File: src/rtl/spram_pkg.sv
// Shared definitions for the SPRAM burst-read controller.
//   ADDR_W_DEF / DATA_W_DEF : default SPRAM word-address and word widths
//   state_t                 : controller FSM states
package spram_pkg;
    localparam int ADDR_W_DEF = 14;
    localparam int DATA_W_DEF = 16;

    typedef enum logic [1:0] {
        IDLE,
        BURST,
        DRAIN
    } state_t;
endpackage

File: src/rtl/spram_rd_fifo.sv
// Two-entry read-return FIFO with a per-word "last" flag.
//   push/push_data/push_last : enqueue one word (caller guarantees not full)
//   pop                      : dequeue head word (caller guarantees not empty)
//   count                    : occupancy 0..2
//   head_data/head_last      : current head word, held stable until popped
module spram_rd_fifo import spram_pkg::*; #(
    parameter int DATA_W = DATA_W_DEF
) (
    input  logic              clk,
    input  logic              reset,
    input  logic              push,
    input  logic              push_last,
    input  logic [DATA_W-1:0] push_data,
    input  logic              pop,
    output logic [1:0]        count,
    output logic [DATA_W-1:0] head_data,
    output logic              head_last
);
    logic [1:0][DATA_W-1:0] data_q;
    logic [1:0]             last_q;
    logic                   wr_ptr;
    logic                   rd_ptr;

    // Storage is reset too so the head reads as zero while in reset.
    always_ff @(posedge clk or posedge reset) begin
        if (reset) begin
            data_q <= '0;
            last_q <= '0;
            wr_ptr <= 1'b0;
            rd_ptr <= 1'b0;
            count  <= '0;
        end else begin
            if (push) begin
                data_q[wr_ptr] <= push_data;
                last_q[wr_ptr] <= push_last;
                wr_ptr         <= ~wr_ptr;
            end
            if (pop) rd_ptr <= ~rd_ptr;
            count <= count + 2'(push) - 2'(pop);
        end
    end

    assign head_data = data_q[rd_ptr];
    assign head_last = last_q[rd_ptr];
endmodule

File: src/rtl/spram_ctrl.sv
// Single-port SPRAM controller: a write channel plus a burst-read engine that
// streams len words starting at base_addr through a 2-entry FIFO.
//   clk, reset                         : clock, async active-high reset
//   wr_valid/wr_ready/wr_addr/wr_data  : write channel (always ready)
//   start/busy/base_addr/len           : burst command (len=0 is a no-op)
//   rd_valid/rd_ready/rd_data/rd_last  : read stream; done pulses on last pop
//   mem_we/mem_addr/mem_din/mem_dout   : SPRAM port, dout one cycle after addr
module spram_ctrl import spram_pkg::*; #(
    parameter int ADDR_W = ADDR_W_DEF,
    parameter int DATA_W = DATA_W_DEF
) (
    input  logic              clk,
    input  logic              reset,
    input  logic              wr_valid,
    output logic              wr_ready,
    input  logic [ADDR_W-1:0] wr_addr,
    input  logic [DATA_W-1:0] wr_data,
    input  logic              start,
    output logic              busy,
    input  logic [ADDR_W-1:0] base_addr,
    input  logic [ADDR_W-1:0] len,
    output logic              rd_valid,
    input  logic              rd_ready,
    output logic [DATA_W-1:0] rd_data,
    output logic              rd_last,
    output logic              done,
    output logic              mem_we,
    output logic [ADDR_W-1:0] mem_addr,
    output logic [DATA_W-1:0] mem_din,
    input  logic [DATA_W-1:0] mem_dout
);
    state_t            state;
    logic [ADDR_W-1:0] rd_addr_q;       // next burst address to read
    logic [ADDR_W-1:0] rd_addr_d;
    logic [ADDR_W-1:0] remain_q;        // words still to issue
    logic              inflight_q;      // read on the port last cycle, data on mem_dout now
    logic              inflight_last_q;
    logic              done_q;          // done pulse for a len=0 command
    logic [1:0]        fifo_count;
    logic              head_last;
    logic              wr_fire;
    logic              pop;
    logic              issue;
    logic [2:0]        occ;

    assign wr_ready = 1'b1;
    assign wr_fire  = wr_valid & wr_ready;
    assign busy     = (state != IDLE);
    assign rd_valid = (fifo_count != 2'd0);
    assign pop      = rd_valid & rd_ready;
    assign rd_last  = rd_valid & head_last;
    assign done     = done_q | (pop & head_last);

    // FIFO occupancy as seen at the next edge: current words minus this
    // cycle's pop plus the word landing from the read already on the port.
    // A new read is only issued if it is guaranteed a slot.
    always_comb occ = 3'(fifo_count) + 3'(inflight_q) - 3'(pop);

    // mem_addr is pre-loaded with the next burst address whenever the port is
    // not carrying a write, so a read "issues" in any BURST cycle where
    // mem_we is low and credit is available. A registered write therefore
    // costs the burst exactly one cycle.
    assign issue = (state == BURST) && !mem_we && (occ < 3'd2);

    always_comb begin
        rd_addr_d = rd_addr_q;
        if (state == IDLE && start && len != '0) rd_addr_d = base_addr;
        else if (issue)                          rd_addr_d = rd_addr_q + ADDR_W'(1);
    end

    always_ff @(posedge clk or posedge reset) begin
        if (reset) begin
            state           <= IDLE;
            rd_addr_q       <= '0;
            remain_q        <= '0;
            inflight_q      <= 1'b0;
            inflight_last_q <= 1'b0;
            done_q          <= 1'b0;
            mem_we          <= 1'b0;
            mem_addr        <= '0;
            mem_din         <= '0;
        end else begin
            done_q          <= 1'b0;
            inflight_q      <= issue;
            inflight_last_q <= issue && (remain_q == ADDR_W'(1));
            rd_addr_q       <= rd_addr_d;

            case (state)
                IDLE: if (start) begin
                    if (len == '0) done_q <= 1'b1;
                    else begin
                        state    <= BURST;
                        remain_q <= len;
                    end
                end
                BURST: if (issue) begin
                    remain_q <= remain_q - ADDR_W'(1);
                    if (remain_q == ADDR_W'(1)) state <= DRAIN;
                end
                DRAIN: if (pop && head_last) state <= IDLE;
                default: state <= IDLE;
            endcase

            if (wr_fire) begin
                mem_we   <= 1'b1;
                mem_addr <= wr_addr;
                mem_din  <= wr_data;
            end else begin
                mem_we   <= 1'b0;
                mem_addr <= rd_addr_d;
            end
        end
    end

    spram_rd_fifo #(.DATA_W(DATA_W)) u_fifo (
        .clk       (clk),
        .reset     (reset),
        .push      (inflight_q),
        .push_last (inflight_last_q),
        .push_data (mem_dout),
        .pop       (pop),
        .count     (fifo_count),
        .head_data (rd_data),
        .head_last (head_last)
    );
endmodule

File: config.mk
export PLATFORM = sky130hd
export DESIGN_NAME = spram_ctrl
export DESIGN_NICKNAME = d
export VERILOG_FILES = /design/src/rtl/spram_pkg.sv /design/src/rtl/spram_rd_fifo.sv /design/src/rtl/spram_ctrl.sv
export SDC_FILE = /design/constraint.sdc
export NUM_CORES = 1
export LEC_CHECK = 0
export BUFFER_PORTS_ARGS = -buffer_cell sky130_fd_sc_hd__buf_2
export CORE_ASPECT_RATIO = 0.6
export CORE_MARGIN = 1.5
export CORE_UTILIZATION = 50
export DETAILED_ROUTE_END_ITERATION = 8
export PLACE_DENSITY_LB_ADDON = 0.15
export SLEW_MARGIN = 10
export SYNTH_ARGS = -nofsm -noshare
export SYNTH_HDL_FRONTEND = slang
export SYNTH_SLANG_ARGS = --single-unit
File: constraint.sdc
create_clock -name clk -period 4 [get_ports clk]
set_input_delay 0.2 -clock clk [delete_from_list [all_inputs] [get_ports clk]]
set_output_delay 0.2 -clock clk [all_outputs]
set_load 0.005 [all_outputs]
* Word level (Yosys, flattened, before mapping)
Index checks and enable logic that the tools add are counted.
** Cells by class
- $add $sub $neg :: 6
- Equal/unequal tests :: 8
- Reductions and logical operators :: 16
- Muxes and demuxes :: 27
- Bitwise gates (word level) :: 6
- Order comparisons :: 4
** Operators with widths (count)
- 14-bit two-way mux :: 6
- 16-bit two-way mux :: 3
- 32-bit bitwise mux :: 1
- 14-bit one-hot mux with 2 select lines :: 1
- 16-bit demux with 1-bit select :: 1
- 14-bit by 1-bit adder with 14-bit output (second input constant) :: 1
- 14-bit by 1-bit == test with 1-bit output (second input constant) :: 1
- 14-bit logical NOT :: 1
- 14-bit nonzero test :: 1
- 14-bit by 1-bit subtractor with 14-bit output (second input constant) :: 1
- 2-bit two-way mux :: 5
- 2-bit inequality test (second input constant) :: 4
- 1-bit logical AND :: 7
- 1-bit two-way mux :: 7
- 2-bit one-hot mux with 3 select lines :: 1
- 2-bit nonzero test :: 3
- 5-bit AND reduction :: 1
- 1-bit by 2-bit < comparator with 1-bit output (second input constant) :: 2
- 4-bit AND reduction :: 1
- 2-bit by 1-bit adder with 3-bit output :: 1
- 1-bit AND :: 3
- 3-bit by 2-bit < comparator with 1-bit output (second input constant) :: 1
- 3-bit by 1-bit subtractor with 3-bit output :: 1
- 2-bit by 1-bit adder with 2-bit output :: 1
- 11 further kinds :: 12
** Word-level totals
- Output and inout port bits :: 52
- Register bits :: 102
- Bits of input ports :: 79
- Logic and storage cells :: 82

* Depth between registers and ports, before layout
- Depth in word-level cells :: 8
- Mapped depth :: 14
- Depth with buffers taken out :: 14

* Modules after synthesis
From an unflattened synthesis, not the netlist that was laid out.
** Second synthesis, totals
- Cells, all modules :: 420
- Area total of the unflattened synthesis :: 4904.7 sq um
** Modules (own cells, without submodules)
- spram_ctrl :: instances 1, area each 3205.6 sq um, seq. area each 1601.5 sq um, cells each 315
- spram_rd_fifo :: instances 1, area each 1699.1 sq um, seq. area each 950.9 sq um, cells each 105

* Worst setup path before layout
OpenSTA, ideal clock, no wires.
- Path type :: register to register
- Start point :: register u_fifo.count[1]
- End point :: register mem_addr[10]
- Stages on the path, launching flop included :: 14
- Library setup time :: 0.065 ns
- Path slack :: 0.887 ns
- Required time :: 3.935 ns
- Period minus slack after synthesis :: 3.113 ns
- Path buffers :: 0
- Arrival :: 3.048 ns
- Path through :: dfrtp_1 > inv_1 > nand2_1 > nand2_1 > inv_1 > ha_1 > inv_1 > ha_1 > fa_1 > nor4b_4 > nand2_2 > or4_1 > a31oi_1 > mux2_2
** On the way
- Word-level cells in the longest chain between the ends :: 8
- Elaborated cells on any way between the ends :: 9
- Classes of those cells :: add/sub (2); order compare (1); mux (3); bitwise (1); reduce/logical (2)
** Ends and longest elaborated chain
- start, declared :: RTL line spram_rd_fifo.sv:15 : output logic [1:0] count,
- start signal, assigned :: RTL line spram_rd_fifo.sv:39 : count <= count + 2'(push) - 2'(pop);
- 2-bit nonzero test :: RTL line spram_ctrl.sv:49 : assign rd_valid = (fifo_count != 2'd0);
- via rd_valid :: RTL line spram_ctrl.sv:22 : output logic rd_valid,
- 1-bit AND :: RTL line spram_ctrl.sv:50 : assign pop = rd_valid & rd_ready;
- via pop :: RTL line spram_ctrl.sv:42 : logic pop;
- 3-bit by 1-bit subtractor with 3-bit output :: RTL line spram_ctrl.sv:57 : always_comb occ = 3'(fifo_count) + 3'(inflight_q) - 3'(pop);
- via occ[1] :: RTL line spram_ctrl.sv:44 : logic [2:0] occ;
- 3-bit by 2-bit < comparator with 1-bit output :: RTL line spram_ctrl.sv:63 : assign issue = (state == BURST) && !mem_we && (occ < 3'd2);
- 1-bit logical AND :: RTL line spram_ctrl.sv:63
- 14-bit two-way mux :: RTL line spram_ctrl.sv:68 : else if (issue) rd_addr_d = rd_addr_q + ADDR_W'(1);
- 14-bit two-way mux :: RTL line spram_ctrl.sv:67 : if (state == IDLE && start && len != '0) rd_addr_d = base_addr;
- via rd_addr_d[10] :: RTL line spram_ctrl.sv:34 : logic [ADDR_W-1:0] rd_addr_d;
- 14-bit two-way mux :: RTL line spram_ctrl.sv:104 : if (wr_fire) begin
- end signal, assigned :: RTL line spram_ctrl.sv:106 : mem_addr <= wr_addr;
- end signal, assigned :: RTL line spram_ctrl.sv:110 : mem_addr <= rd_addr_d;
- end, declared :: RTL line spram_ctrl.sv:28 : output logic [ADDR_W-1:0] mem_addr,
The timed path passes the listed nets, and every way through them passes these cells.
A chain may end at the register's enable or synchronous reset.

* Worst setup path after layout
- Start point :: register u_fifo.count[1]
- End point :: register mem_addr[13]
** On the way
- Word-level cells in the longest chain between the ends :: 8
- Elaborated cells on any way between the ends :: 9
- Classes of those cells :: add/sub (2); order compare (1); mux (3); bitwise (1); reduce/logical (2)
** Ends and longest elaborated chain (RTL line)
- 2-bit nonzero test :: spram_ctrl.sv:49
- 1-bit AND :: spram_ctrl.sv:50
- via pop :: spram_ctrl.sv:42
- 3-bit by 1-bit subtractor with 3-bit output :: spram_ctrl.sv:57
- 3-bit by 2-bit < comparator with 1-bit output :: spram_ctrl.sv:63
- 1-bit logical AND :: spram_ctrl.sv:63
- 14-bit two-way mux :: spram_ctrl.sv:68
- 14-bit two-way mux :: spram_ctrl.sv:67
- via rd_addr_d[13] :: spram_ctrl.sv:34
- 14-bit two-way mux :: spram_ctrl.sv:104
The timed path passes the listed nets, and every way through them passes these cells.

==> metrics <==
run status=finished clean; Crit path depth=13; Hold Crit Class=input port to async pin; slowest stage delay, CP=0.55 ns; I/O Buffers=129; Post-synth EDFFs=0; WHS=0.0766 ns; RSZ-0062 raised after global routing=no; area grow syn2layout=21.9%; detailed-placement wirelength estimate=7.40 mm; cts hold-fix bufs=0; critical path class=register to register; global-route wire length before repair=16.9 mm; Worst Path Buf+Inv=3; Die H=78.8 um; largest net degree at the start of global routing=80; crit path time final=3.52 ns; distinct cell type count after synthesis=52; skew final=0.00648 ns; YS warnings=0; Yosys reg bits=102; via count=3548; clk slew on worst S/H paths=0.07 ns; Max stage delay cell, worst path=xor2_1; drt total wl=10.1 mm; final design area excluding fillers=just under 6000 um^2; worst ir drop on vdd=0.000308 V; root buf cell=clkbuf_16; switching power total=between 1 and 1.5 mW; power per cell area=between 700 and 800 nW/um^2; Avg Cell Area, Syn=12.0 um^2; Post-route DRC=0; clock latency on the worst-skew pair=0.34 ns; die width=129 um; final core occ=a little over three fifths; RR Startpoint=u_fifo.count[1]; Initial Util=51.9%; I/O pins=~130; ys async rst share=100%; vias in the first global route=about 3400; Slew @ Worst Pin=1.07 ns; num rows=27; CP Launch Point=u_fifo.count[1]; Power Internal=2.75 mW; Slew Viols, Final=0; critical path capture point type=register; Mapped Area=4780 um^2; Post-Synthesis Cells=399; Synth Net Count=484; Resized Gates After CTS=0; core footprint=9220 um^2; gr usage total=21.6%; initial antenna violation count=0; Tot Pwr=4.09 mW; final worst slack=0.478 ns; Achievable Freq=284 MHz; GPL Wtd Cong=0.908; reg-to-reg slack, setup=0.48 ns; worst endpoint required time=4.28 ns; Post-synth top flop=dfrtp_1; vias per inst=roughly 5.4; Sw Ratio=between 30 and 40%; crit start category=register; iteration count of the initial detailed-routing pass=4; CP Cell Sequence=inv_1 > nand2_1 > nand2_1 > inv_1 > ha_1 > inv_1 > ha_1 > fa_1 > xor2_1 > nand3_2 > or4_1 > a31oi_1 > mux2_1; postcts setup bufs=0; Max Root-Sink Buffers=2; CTS Buf Count=9; max_slew headroom=28.5%; Fin Setup TNS=0 ns; top cells by area, synth=dfrtp_1 53%, mux2_2 20%, o21ai_0 2.3%; Reg power frac=a little over two fifths; CTS tree=done; final setup violation count=0; nets@finish=605; DRT antenna net count=0; static leakage=~2.7 nW; Synth top area share=between 50% and 60%; DR iter-0 viols=between 200 and 250; Worst EP arrival=3.80 ns; WL/cell=~15 um; placed insts=~640; sequential cell area fraction in the yosys report=53.4%; crit-path leading delay family=simple AND/OR/NAND/NOR gates; fin cells=655; final hold vios=0; CTS Sinks=102; r2r worst-path depth=13; Antenna diodes=0; Critical Path Sink=mem_addr[13]; CP dominant cell by count=inv_1; Die Area=10200 um^2; fraction of layout cells with a size suffix above 1=45.5%; worst slack at placement=0.657 ns; number of H-tree levels=3; fill count=754; Final period util=88.0%; dpl cell area=5520 um^2; Reg-to-Reg End=mem_addr[13]; GRT overflow=0; largest area contributor in the netlist=dfrtp_1; Gate power share=between 30% and 40%; max cap viols=0; Critical Path Fanout Max=8; clock share of power=between 20% and 30%
==> power by group through the flow <==
stage               clock network [mW]  logic [mW]  registers, mW
global placement                     0        1.40           1.72
detailed placement                   0        1.45           1.74
global route                     0.991        1.62           1.79
CTS                              0.936        1.46           1.73
floorplan                            0        1.07           1.64
finish                           0.912        1.45           1.73
==> cell families (layout without fill, tap and decap cells) <==
| kind of cell | Yosys count | in the layout | synth area share (%) |
|---|---|---|---|
| mux | 87 | 87 | 20.4 |
| simple gates | 91 | 91 | 11.1 |
| compound gates | 64 | 64 | 8.14 |
| buf+inv | 37 | 163 | 3.17 |
| other cells | 1 | 1 | 0.0784 |
| fa+ha+maj | 6 | 6 | 1.73 |
| xor+xnor | 11 | 11 | 2.01 |
| flops | 102 | 102 | 53.4 |
==> cell type report <==
cell class / count / area, um^2 / share of cell area, %
clock buffers: 10 / 229 / 3.93
inverters: 16 / 62.6 / 1.07
well taps: 130 / 163 / 2.79
repair buffers: 131 / 661 / 11.3
clock inverters: 6 / 86.3 / 1.48
multi-input cells: 260 / 2080 / 35.6
flip-flops and latches: 102 / 2550 / 43.8
==> state kept, by name, summed over array words and instances (netlist names) <==
register,cells
state,2
inflight_q,1
mem_din,16
done_q,1
u_fifo.last_q,2
u_fifo.count,2
u_fifo.wr_ptr,1
u_fifo.rd_ptr,1
remain_q,14
inflight_last_q,1
u_fifo.data_q,32
rd_addr_q,14
mem_addr,14
mem_we,1
==> how the worst min path moves through the flow <==
stage	from	endpoint	slack, ns	cells after the start
2_1_floorplan	wr_valid	mem_we	0.23	0
3_3_place_gp	wr_addr[0]	mem_addr[0]	0.41	3
3_5_place_dp	wr_addr[1]	mem_addr[1]	0.42	3
4_1_cts	wr_addr[1]	mem_addr[1]	0.06	3
5_1_grt	wr_addr[12]	mem_addr[12]	0.07	2
6_report	reset	mem_din[9]	0.08	2
==> per-layer routing <==
| layer | vias to the layer above | GRT usage (%) | share of wire, % |
|---|---|---|---|
| li1 | 1685 | - | - |
| met1 | 1733 | 32.1 | 49 |
| met2 | 121 | 31.2 | 43 |
| met3 | 9 | 5.86 | 7.1 |
| met4 | 0 | 5.51 | 1.1 |
| met5 | - | 0 | 0 |
==> cells in the mapped netlist (all sizes together), types with 3 or more instances <==
| library cell | number |
|---|---|
| dfrtp | 102 |
| mux2 | 85 |
| o21ai | 22 |
| clkbuf | 16 |
| inv | 16 |
| a21oi | 15 |
| nand2 | 15 |
| nor2 | 14 |
| nor3 | 11 |
| nand4 | 9 |
| xnor2 | 7 |
| a31oi | 6 |
| nand3 | 6 |
| nor4 | 6 |
| buf | 5 |
| ha | 5 |
| nand2b | 5 |
| a2bb2oi | 4 |
| or3 | 4 |
| or4 | 4 |
| xor2 | 4 |
| and3 | 3 |
| o22ai | 3 |
| o31ai | 3 |
==> worst register-to-register path: stages (launching register included) <==
cell and delay [ns]:
dfrtp_1 0.40, inv_1 0.12, nand2_1 0.08, nand2_1 0.12
inv_1 0.06, ha_1 0.27, inv_1 0.04, ha_1 0.18
fa_1 0.38, xor2_1 0.55, nand3_2 0.29, or4_1 0.55
a31oi_1 0.26, mux2_1 0.16
==> layout by cell type (no fill, tap or decap), types with 2 or more instances in the layout <==
cell type  synthesis  routed
nand3_1            5       5
bufinv_16          0       2
or2_2              2       2
o22ai_1            3       3
mux2i_1            2       2
and4_1             2       2
o211ai_1           2       2
nor2_1            14      14
o31ai_1            3       3
a32oi_1            2       2
buf_4              1       2
buf_2              1     129
mux2_1             2       2
clkinv_2           0       2
or3_1              4       4
or3b_2             2       2
nand4_1            9       9
dfrtp_1          102     102
ha_1               5       5
xnor2_1            7       7
xor2_1             4       4
inv_1             16      15
a31oi_1            6       6
o2bb2ai_1          2       2
nand2b_1           4       4
nand2_1           14      14
and2_1             2       2
or4_1              4       4
mux2_2            83      83
nor3_1            11      11
a2bb2oi_1          4       4
nor4_1             6       6
a21oi_1           15      15
clkbuf_16          0       9
o21ai_0           22      22
and3_1             3       3
Power figures use the tool's default switching activity.
